==> src/rtl/uart_vec_loader.sv <==
// UART 8N1 receiver that packs 16 received bytes into one 128-bit
// vector word and writes it to the memory stage user port.
module uart_vec_loader #(
  parameter int CLKS_PER_BIT = 434,
  parameter int ADDR_W       = 16
) (
  input  logic              clk,
  input  logic              rst,
  input  logic              rx,
  input  logic              clr_addr,
  output logic              user_data_EN,
  output logic [127:0]      user_data_in,
  output logic [ADDR_W-1:0] address_b,
  output logic [3:0]        byte_count,
  output logic              frame_err,
  output logic              rx_busy
);

  localparam logic [15:0] BIT_LAST  = 16'(CLKS_PER_BIT - 1);
  localparam logic [15:0] HALF_LAST = 16'(CLKS_PER_BIT / 2 - 1);

  typedef enum logic [1:0] {
    IDLE,
    START,
    DATA,
    STOP
  } state_t;

  state_t      state_q, state_d;
  logic [15:0] tmr_q, tmr_d;
  logic [2:0]  bit_q, bit_d;
  logic [7:0]  shf_q, shf_d;
  logic        rx_m_q, rx_s_q, rx_p_q;

  logic              en_q;
  logic [127:0]      word_q;
  logic [ADDR_W-1:0] addr_q;
  logic [3:0]        cnt_q;
  logic              err_q;

  logic       fall;
  logic       tmr_done;
  logic       byte_ok;
  logic       byte_bad;
  logic [3:0] lane;

  assign fall     = rx_p_q & ~rx_s_q;
  assign tmr_done = (state_q == START) ? (tmr_q == HALF_LAST)
                                       : (tmr_q == BIT_LAST);
  // An in-flight byte lands in lane 0 when clr_addr hits its stop sample
  assign lane     = clr_addr ? 4'd0 : cnt_q;

  always_ff @(posedge clk) begin
    if (rst) begin
      state_q <= IDLE;
      tmr_q   <= '0;
      bit_q   <= '0;
      shf_q   <= '0;
      rx_m_q  <= 1'b1;
      rx_s_q  <= 1'b1;
      rx_p_q  <= 1'b1;
    end else begin
      state_q <= state_d;
      tmr_q   <= tmr_d;
      bit_q   <= bit_d;
      shf_q   <= shf_d;
      rx_m_q  <= rx;
      rx_s_q  <= rx_m_q;
      rx_p_q  <= rx_s_q;
    end
  end

  always_comb begin
    state_d = state_q;
    tmr_d   = tmr_q + 16'd1;
    bit_d   = bit_q;
    shf_d   = shf_q;
    unique case (state_q)
      IDLE: begin
        tmr_d = '0;
        if (fall) state_d = START;
      end
      START: begin
        if (tmr_done) begin
          tmr_d   = '0;
          bit_d   = '0;
          state_d = rx_s_q ? IDLE : DATA;
        end
      end
      DATA: begin
        if (tmr_done) begin
          tmr_d = '0;
          shf_d = {rx_s_q, shf_q[7:1]};
          bit_d = bit_q + 3'd1;
          if (bit_q == 3'd7) state_d = STOP;
        end
      end
      STOP: begin
        if (tmr_done) begin
          tmr_d   = '0;
          state_d = IDLE;
        end
      end
      default: state_d = IDLE;
    endcase
  end

  always_comb begin
    rx_busy  = (state_q != IDLE);
    byte_ok  = (state_q == STOP) & tmr_done & rx_s_q;
    byte_bad = (state_q == STOP) & tmr_done & ~rx_s_q;
  end

  always_ff @(posedge clk) begin
    if (rst) begin
      en_q   <= 1'b0;
      word_q <= '0;
      addr_q <= '0;
      cnt_q  <= '0;
      err_q  <= 1'b0;
    end else begin
      en_q <= byte_ok & (lane == 4'd15);
      if (byte_ok) begin
        word_q[{lane, 3'b000} +: 8] <= shf_q;
        cnt_q <= lane + 4'd1;
      end else if (clr_addr) begin
        cnt_q <= '0;
      end
      if (clr_addr) addr_q <= '0;
      else if (en_q) addr_q <= addr_q + 1'b1;
      if (byte_bad) err_q <= 1'b1;
      else if (clr_addr) err_q <= 1'b0;
    end
  end

  assign user_data_EN = en_q;
  assign user_data_in = word_q;
  assign address_b    = addr_q;
  assign byte_count   = cnt_q;
  assign frame_err    = err_q;

endmodule

==> config.mk <==
export PLATFORM = sky130hd
export DESIGN_NAME = uart_vec_loader
export DESIGN_NICKNAME = d
export VERILOG_FILES = /design/src/rtl/uart_vec_loader.sv
export SDC_FILE = /design/constraint.sdc
export NUM_CORES = 1
export LEC_CHECK = 0
export ABC_AREA = 1
export CAP_MARGIN = 5
export CELL_PAD_IN_SITES_DETAIL_PLACEMENT = 0
export CELL_PAD_IN_SITES_GLOBAL_PLACEMENT = 2
export CORE_MARGIN = 1.5
export CORE_UTILIZATION = 37
export CTS_CLUSTER_SIZE = 40
export DETAILED_ROUTE_END_ITERATION = 8
export DONT_BUFFER_PORTS = 1
export GPL_TIMING_DRIVEN = 0
export PLACE_DENSITY = 0.89
export SLEW_MARGIN = 20
export SYNTH_ARGS = -nofsm -noshare
export SYNTH_HDL_FRONTEND = slang
export SYNTH_SLANG_ARGS = --single-unit
==> constraint.sdc <==
create_clock -name clk -period 6.7 [get_ports clk]
set_input_delay 0.67 -clock clk [delete_from_list [all_inputs] [get_ports clk]]
set_output_delay 0.67 -clock clk [all_outputs]
set_load 0.005 [all_outputs]
== After elaboration in Yosys (flattened, before gate mapping) ==
Index checks and enable logic that the tools add are counted.
W data, S select, Z words.

* Register bits: 182
* Input port bits: 4
* Output and inout bits: 151
* Logic and storage cells: 64

* Add/sub/neg operators: 5
* Eq/ne operators: 12
* Shifts and indexed selects: 2
* Muxes and demuxes: 18
* Bitwise operators: 6
* Reductions and logical operators: 9

{| class="wikitable"
|+ Operators with widths
! operator !! count
|-
| $bwmux W128 || 1
|-
| $shift A8 B9 Y128 const A || 1
|-
| $shiftx A8 B9 Y128 || 1
|-
| $add A16 B1 Y16 const B || 2
|-
| $pmux W16 S2 || 1
|-
| $eq A16 B8 Y1 const B || 1
|-
| $eq A16 B9 Y1 const B || 1
|-
| $mux W16 || 1
|-
| $mux W2 || 6
|-
| $ne A2 B2 Y1 const B || 5
|-
| $neg A7 Y9 || 1
|-
| $mux W4 || 2
|-
| $pmux W2 S4 || 1
|-
| $mux W3 || 2
|-
| $pmux W3 S2 || 1
|-
| $reduce_bool A2 Y1 || 3
|-
| $and A1 B1 Y1 || 5
|-
| $reduce_and A5 Y1 || 1
|-
| $add A4 B1 Y4 const B || 1
|-
| $eq A2 B2 Y1 const B || 2
|-
| $eq A4 B4 Y1 const B || 1
|-
| $add A3 B1 Y3 const B || 1
|-
| $eq A3 B3 Y1 const B || 1
|-
| $mux W1 || 3
|-
| 7 further kinds || 7
|}

== Longest topological paths before layout ==
Gate-level depths: netlist (run 1).

* Depth after elaboration: 5
* Depth in mapped cells: 15
* Depth with buffers taken out: 12

== Worst setup path after synthesis (run 1) ==
No wires, ideal clock.

* Path kind: input to register
* Start: input port clr_addr
* End: register word_q[102], in the netlist user_data_in[102]
* Setup time: 0.113 ns
* Arrival time: 2.732 ns
* Required time: 6.587 ns
* Slack: 3.856 ns
* Stages on the path: 15
* Buffers on the path: 4
* Cell sequence: inv_2 > nand2_1 > buf_2 > buf_1 > ha_1 > clkbuf_1 > clkinv_1 > nand3_1 > nor2_1 > nand2_1 > nor2_2 > buf_2 > nand2_1 > nand2_1 > nor2_1

* Word-level cells in the longest chain between the ends: 4
* Elaborated cells between the ends (all ways): 5
* Classes of those cells: 1 x add/sub; 2 x shift; 2 x mux

{| class="wikitable"
|+ RTL lines
! item !! RTL line !! RTL
|-
| start, declared || 10 || <nowiki>input logic clr_addr,</nowiki>
|-
| $mux W4 (*) || n/a ||
|-
| $neg A7 Y9 (*) || 124 || <nowiki>word_q[{lane, 3'b000} +: 8] <= shf_q;</nowiki>
|-
| $shiftx A8 B9 Y128 or $shift A8 B9 Y128 (tied branches) || 124 ||
|-
| $bwmux W128 (*) || 124 ||
|-
| end signal, assigned by index || 124 ||
|-
| end, declared || 36 || <nowiki>logic [127:0] word_q;</nowiki>
|}

Mark *: on every way between the ends. The rest lies on a longest branch, timed or not.
A chain may end at the register's enable or synchronous reset.

== Worst setup path after layout (run 1) ==
* Start: register cnt_q[0], in the netlist byte_count[0]
* End: register word_q[102], in the netlist user_data_in[102]

* Word-level cells in the longest chain between the ends: 4
* Elaborated cells between the ends (all ways): 5
* Classes of those cells: 1 x add/sub; 2 x shift; 2 x mux

{| class="wikitable"
|+ RTL lines
! item !! RTL line !! RTL
|-
| start, declared || 38 || <nowiki>logic [3:0] cnt_q;</nowiki>
|-
| start signal, assigned || 125 || <nowiki>cnt_q <= lane + 4'd1;</nowiki>
|-
| $mux W4 (*) || n/a ||
|-
| $neg A7 Y9 (*) || 124 ||
|-
| $shiftx A8 B9 Y128 or $shift A8 B9 Y128 (tied branches) || 124 ||
|-
| $bwmux W128 (*) || 124 ||
|}

Marks and branches as above.

==> impl_metrics.tcl, run 1 <==
set metrics [dict create \
    clock_sinks 182 \
    nets 1285 \
    crit_arrival_ns 3.53 \
    dp.cells 1534 \
    yosysMostFrequentCell "nand2_1" \
    path_cells "nand2_1 > buf_2 > buf_1 > ha_1 > clkbuf_1 > clkinv_1 > nand3_1 > nor2_1 > nand2_1 > nor2_2 > buf_2 > nand2_1 > nand2_1 > nor2_1" \
    crit_path_max_incr_delay_ns 0.38 \
    hold_path.class "input pin to flop" \
    pre_cts_ws_ns 3.22 \
    required_ns 7.03 \
    ctsResizeCount 0 \
    crit_slowest_cell "buf_1" \
    synth-compound-area-share 0.0366 \
    path_buf_inv 5 \
    synth.area.mux_share 0 \
    io_buffers 0 \
    dr_wl_met3_um 2690 \
    synth_seq_cells 182 \
    cpLargestDelayFamily "buffers and inverters" \
    yosys.area_share.simple 0.421 \
    drc_errors 12 \
    final_antenna_net_count 0 \
    slew_violations 0 \
    area_delta_synth_final_pct 12.0 \
    via_count 7434 \
    p_leak_nw 4.13 \
    clk_pin_slew_ns 0.07 \
    clock_skew_ns 0.0121 \
    io_pins 155 \
    reg2reg_depth 14 \
    wl_per_cell_um 15.3 \
    drive_gt1_frac 0.0662 \
    startpoint "byte_count[0]" \
    core-area_mm2 0.0220 \
    cts-buffers-inserted 17 \
    cts_tree "built" \
    crit_fanout 10 \
    grt_pass1_vias 7055 \
    viasPerCell 4.75 \
    path_common_cell "nand2_1" \
    ys_types 36 \
    tightest_slew_ns 0.662 \
    instances_no_fill 1564 \
    synth_top_family_by_area "simple AND/OR/NAND/NOR gates" \
    yosys_warnings 0 \
    dp_hpwl_um 18200 \
    postLayoutCoreUtil 0.424 \
    drt-total-wl_um 23900 \
    clk_latency_ns 0.43 \
    place.gp.congestion 0.878 \
    rsz0062_at_grt "no" \
    relSlewSlack 0.559 \
    violations "design-rule violations" \
    fmax_mhz 313 \
    grt_overflow 0 \
    rows 54 \
    synth_fa_ha_area_frac 0.0120 \
    setup_tns_ns 0 \
    power_density_mw_per_mm2 241 \
    h-tree-depth 4 \
    cts-root-buf "clkbuf_16" \
    antennaDiodeCount 0 \
    route.met2.wl_um 10300 \
    cts.path.max_buffers 2 \
    path_class "flop to flop" \
    synth_common_cells "nand2_1, nor2_1, dfxtp_1" \
    finalWorstSetupSlack_ns 3.50 \
    wl_met1_um 10700 \
    synth_area_leaders "dfxtp_1, nand2_1, nor2_1" \
    hold_ws_ns 0.348 \
    synth_flop_cell "dfxtp_1" \
    final_hold_viol_count 0 \
    netlist_area_mm2 0.00831 \
    rr_endpoint "user_data_in[102]" \
    syn_nets 1266 \
    drv_cap 0 \
    postCtsHoldBufs 0 \
    top_layer "met4" \
    synth_top_area_cell "dfxtp_1" \
    hold-path-endpoint "rx_m_q" \
    worst-path-stages 14 \
    peakVddDrop_mv 0.134 \
    fp.dieArea_mm2 0.0234 \
    status "finished, violations left" \
    setup_violations 0 \
    die_w_um 153 \
    cp-end-kind "flop" \
    drt-initial-drc-count 445 \
    r2r-start "byte_count[0]" \
    grt_pass1_wl_um 38400 \
    synth-async-reset-ratio 0 \
    dr.pass1.iters 8 \
    post-cts-setup-buffer-count 0 \
    synth_edf_count 0 \
    start_util 0.378 \
    syn_area_per_cell_um2 6.63 \
    finalCritPeriodShare 0.477 \
    synth_top_area_frac 0.438 \
    fillers 2364 \
    fin_crit_ns 3.20 \
    hp-start "rx" \
    grt_max_degree 17 \
    antenna_found_initial 0 \
    grtUsageTotal 0.209 \
    syn_inst 1254 \
    r2r_setup_slack_ns 3.50 \
    yosysSeqAreaShare 0.438 \
    die_y_um 153 \
    critPathLaunchType "flop" \
    min_path_cells 1 \
    synth_xor_xnor_area_share 0.00211 \
]
flip-flops by register name, indices dropped and copies added (netlist names), 3 cells and up, named ones only:
register,cells
byte_count,4
tmr_q,16
bit_q,3
user_data_in,128
shf_q,8
address_b,16
metrics by stage:
step	power [W]	cell area (µm²)
floorplan	0.00114	8310
global placement	0.00116	8660
detailed placement	0.00116	8660
CTS	0.00227	9310
global route	0.00233	9310
finish	0.00225	9310
worst reg2reg max path, cell delays in order (launching register included):
cell,delay [ns]
dfxtp_1,0.37
nand2_1,0.17
buf_2,0.26
buf_1,0.38
ha_1,0.30
clkbuf_1,0.19
clkinv_1,0.21
nand3_1,0.12
nor2_1,0.22
nand2_1,0.11
nor2_2,0.30
buf_2,0.28
nand2_1,0.07
nand2_1,0.06
nor2_1,0.04
routing by layer:
| metal | GRT usage | vias up |
|---|---|---|
| met3 | 0.0933 | 22 |
| li1 | - | 3898 |
| met4 | 0.0574 | 0 |
| met2 | 0.315 | 228 |
| met5 | 0 | - |
| met1 | 0.272 | 3286 |
report_power, final:
part | internal [W] | switching (W)
clock | 0.000682 | 0.000433
combinational | 0.0000121 | 0.0000357
sequential | 0.00108 | 0.00000114
total | 0.00178 | 0.000469
worst max-delay path by stage:
stage	to
after floorplan	user_data_in[102]
after global placement	user_data_in[102]
after detailed placement	user_data_in[102]
after CTS	user_data_in[102]
after global routing	user_data_in[103]
final	user_data_in[102]
final cells by class:
| type | count | area [µm²] | share of cell area |
|---|---|---|---|
| buffer | 51 | 248 | 0.0266 |
| inverter | 132 | 495 | 0.0532 |
| multi-input combinational | 889 | 3920 | 0.421 |
| sequential | 182 | 3640 | 0.391 |
| clock buffer | 20 | 457 | 0.0491 |
| tap | 280 | 350 | 0.0376 |
| clock inverter | 10 | 193 | 0.0207 |
cells by family (layout without fill, tap and decap cells):
kind of cell | after synthesis | after routing
AO/OA/AOI/OAI | 60 | 60
XOR/XNOR | 2 | 2
buffers and inverters | 183 | 213
AND/OR/NAND/NOR | 819 | 819
adder cells (fa/ha/maj) | 8 | 8
flip-flops | 182 | 182
cell usage in the layout (no fill, tap or decap), types with 4 or more instances in the layout:
master       n
dfxtp_1    182
nand4_1     38
nand3_2      4
o21ai_0     22
clkbuf_1    27
buf_2       15
nor2_2       6
a21oi_1     36
nor4_1       6
nand3_1     33
nor2_1     328
ha_1         8
nor3b_1      5
buf_4        4
nand2_1    346
nor3_1      29
bufinv_16    5
nor2_4       7
inv_1      126
clkbuf_16   17
(Power assumes the default switching activity.)
==> inputs of run 2 (changes only) <==
--- a/config.mk
+++ b/config.mk
@@ -10,12 +10,12 @@
 export CELL_PAD_IN_SITES_DETAIL_PLACEMENT = 0
 export CELL_PAD_IN_SITES_GLOBAL_PLACEMENT = 2
 export CORE_MARGIN = 1.5
-export CORE_UTILIZATION = 37
+export CORE_UTILIZATION = 31
 export CTS_CLUSTER_SIZE = 40
 export DETAILED_ROUTE_END_ITERATION = 8
 export DONT_BUFFER_PORTS = 1
 export GPL_TIMING_DRIVEN = 0
-export PLACE_DENSITY = 0.89
+export PLACE_DENSITY = 0.8
 export SLEW_MARGIN = 20
 export SYNTH_ARGS = -nofsm -noshare
 export SYNTH_HDL_FRONTEND = slang
==> constraint.sdc (replaced) <==
create_clock -name clk -period 2.8 [get_ports clk]
set_input_delay 0.28 -clock clk [delete_from_list [all_inputs] [get_ports clk]]
set_output_delay 0.28 -clock clk [all_outputs]
set_load 0.005 [all_outputs]
==> impl_metrics.tcl, run 2 (synthesis gave the netlist of run 1 again) <==
set metrics [dict create \
    power_density_mw_per_mm2 543 \
    finalWorstSetupSlack_ns 0.199 \
    tightest_slew_ns 0.637 \
    instances_no_fill 1627 \
    required_ns 3.18 \
    clk_pin_slew_ns 0.08 \
    postLayoutCoreUtil 0.360 \
    grt_overflow 0 \
    drive_gt1_frac 0.0805 \
    pre_cts_ws_ns -0.300 \
    relSlewSlack 0.575 \
    crit_path_max_incr_delay_ns 0.46 \
    path_cells "nand2_1 > clkbuf_4 > clkbuf_4 > ha_2 > or2_1 > nand2_4 > inv_2 > clkbuf_2 > nor4_1 > nor2_1 > nor2_1" \
    final_antenna_net_count 0 \
    cts-root-buf "clkbuf_16" \
    p_int_w 0.00394 \
    path_class "flop to flop" \
    area_delta_synth_final_pct 13.6 \
    grt_max_degree 17 \
    drv_cap 0 \
    die_w_um 167 \
    switching_power_w 0.00119 \
    wl_per_cell_um 15.6 \
    dp_hpwl_um 19400 \
    violations "design-rule violations" \
    antennaDiodeCount 0 \
    cp-end-kind "flop" \
    start_util 0.317 \
    nets 1291 \
    drt-initial-drc-count 438 \
    r2r-start "byte_count[0]" \
    r2r_setup_slack_ns 0.20 \
    viasPerCell 4.59 \
    clk_latency_ns 0.44 \
    fp.dieArea_mm2 0.0278 \
    clockPowerShare 0.472 \
    die_y_um 167 \
    clock_sinks 182 \
    largest_reg_flops 128 \
    multi_input_area_mm2 0.00398 \
    via_count 7475 \
    peakVddDrop_mv 0.351 \
    crit_fanout 10 \
    fin_crit_ns 2.60 \
    slew_violations 0 \
    cts-buffers-inserted 17 \
    h-tree-depth 4 \
    rows 59 \
    min_path_cells 3 \
    io_buffers 0 \
    drc_errors 14 \
    drt-total-wl_um 25400 \
    cts.path.max_buffers 2 \
    seq_area_mm2 0.00364 \
    crit_arrival_ns 2.98 \
    crit_slowest_cell "nor4_1" \
    grt_pass1_vias 6955 \
    hold_ws_ns 0.0966 \
    rsz0062_at_grt "no" \
    hp-start "clr_addr" \
    hold-path-endpoint "address_b[0]" \
    io_pins 155 \
    fmax_mhz 385 \
    final_hold_viol_count 0 \
    mostFrequentLayoutCells "nand2_1, nor2_1, dfxtp_1, inv_1, nand4_1" \
    cts_tree "built" \
    seqPwrFrac 0.505 \
    p_leak_nw 4.15 \
    startpoint "byte_count[0]" \
    dp.cells 1589 \
    core-area_mm2 0.0262 \
    finalCritPeriodShare 0.929 \
    clock_skew_ns 0.0145 \
    hold_path.class "input pin to flop" \
    status "finished, violations left" \
    critPathLaunchType "flop" \
    switching_share 0.232 \
    setup_violations 0 \
    grt_pass1_wl_um 40200 \
    reg2reg_depth 11 \
    place.gp.congestion 0.840 \
    rr_endpoint "user_data_in[106]" \
    dr.pass1.iters 7 \
    combPwrFrac 0.022 \
    fillers 2931 \
    layout_commonest_cell "nand2_1" \
    setup_tns_ns 0 \
    grtUsageTotal 0.186 \
    antenna_found_initial 0 \
]
[run 2: cell count changes in the layout (fill, tap and decap cells not counted), sizes merged]
| cell | before | now |
|---|---|---|
| bufinv | 5 | 1 |
| clkinvlp | 1 | 2 |
| dlygate4sd3 | 0 | 1 |
| clkbuf | 46 | 50 |
| clkinv | 5 | 7 |
| inv | 131 | 133 |
| buf | 25 | 27 |
[run 2: worst max-delay path, delay by kind of cell (launching register included)]
| family | cells | cell delay [ns] |
|---|---|---|
| buf+inv | 4 | 0.80 |
| simple gates | 6 | 1.16 |
| flops | 1 | 0.37 |
| fa+ha+maj | 1 | 0.20 |
[run 2: power by group through the flow]
stage	combinational, W	clock [W]	sequential (W)
after floorplan	0.0000805	0	0.00265
after global placement	0.000117	0	0.00265
after detailed placement	0.000117	0	0.00265
after CTS	0.000118	0.00249	0.00259
after global routing	0.000132	0.00259	0.00259
final	0.000115	0.00242	0.00259
[run 2: timing repair]
item	CTS	global route
hold buffers	1	0
buffers inserted	2	4
gates resized for setup	7	13
pin swaps	1	2
endpoints found under the setup margin	77	88
hold endpoints to repair	1	0
[run 2: area by class of cell]
| type | count | share of cell area |
|---|---|---|
| multi-input cells | 889 | 0.422 |
| plain buffers | 50 | 0.0272 |
| well taps | 335 | 0.0444 |
| repair buffers | 7 | 0.00583 |
| flip-flops and latches | 182 | 0.386 |
| clock inverters | 11 | 0.0122 |
| inverters | 132 | 0.0529 |
| clock buffers | 21 | 0.0498 |
[run 2: routing by layer]
layer	wire [µm]	global-route usage
met1	12300	0.251
met2	10600	0.280
met3	2260	0.0670
met4	280	0.0478
met5	0	0
[run 2: worst max path at each step]
| stage | to | slack (ns) | depth (start not counted) |
|---|---|---|---|
| 2_1_floorplan | user_data_in[102] | 0.34 | 14 |
| 3_3_place_gp | user_data_in[103] | -0.33 | 14 |
| 3_5_place_dp | user_data_in[103] | -0.30 | 14 |
| 4_1_cts | user_data_in[103] | -0.02 | 14 |
| 5_1_grt | user_data_in[103] | 0.05 | 13 |
| 6_report | user_data_in[106] | 0.20 | 11 |
[run 2: metrics by stage]
step                      total power, W  instance area (µm²)
final                            0.00513                 9440
after global routing             0.00531                 9440
after CTS                        0.00520                 9370
after detailed placement         0.00277                 8730
after global placement           0.00277                 8730
after floorplan                  0.00273                 8310
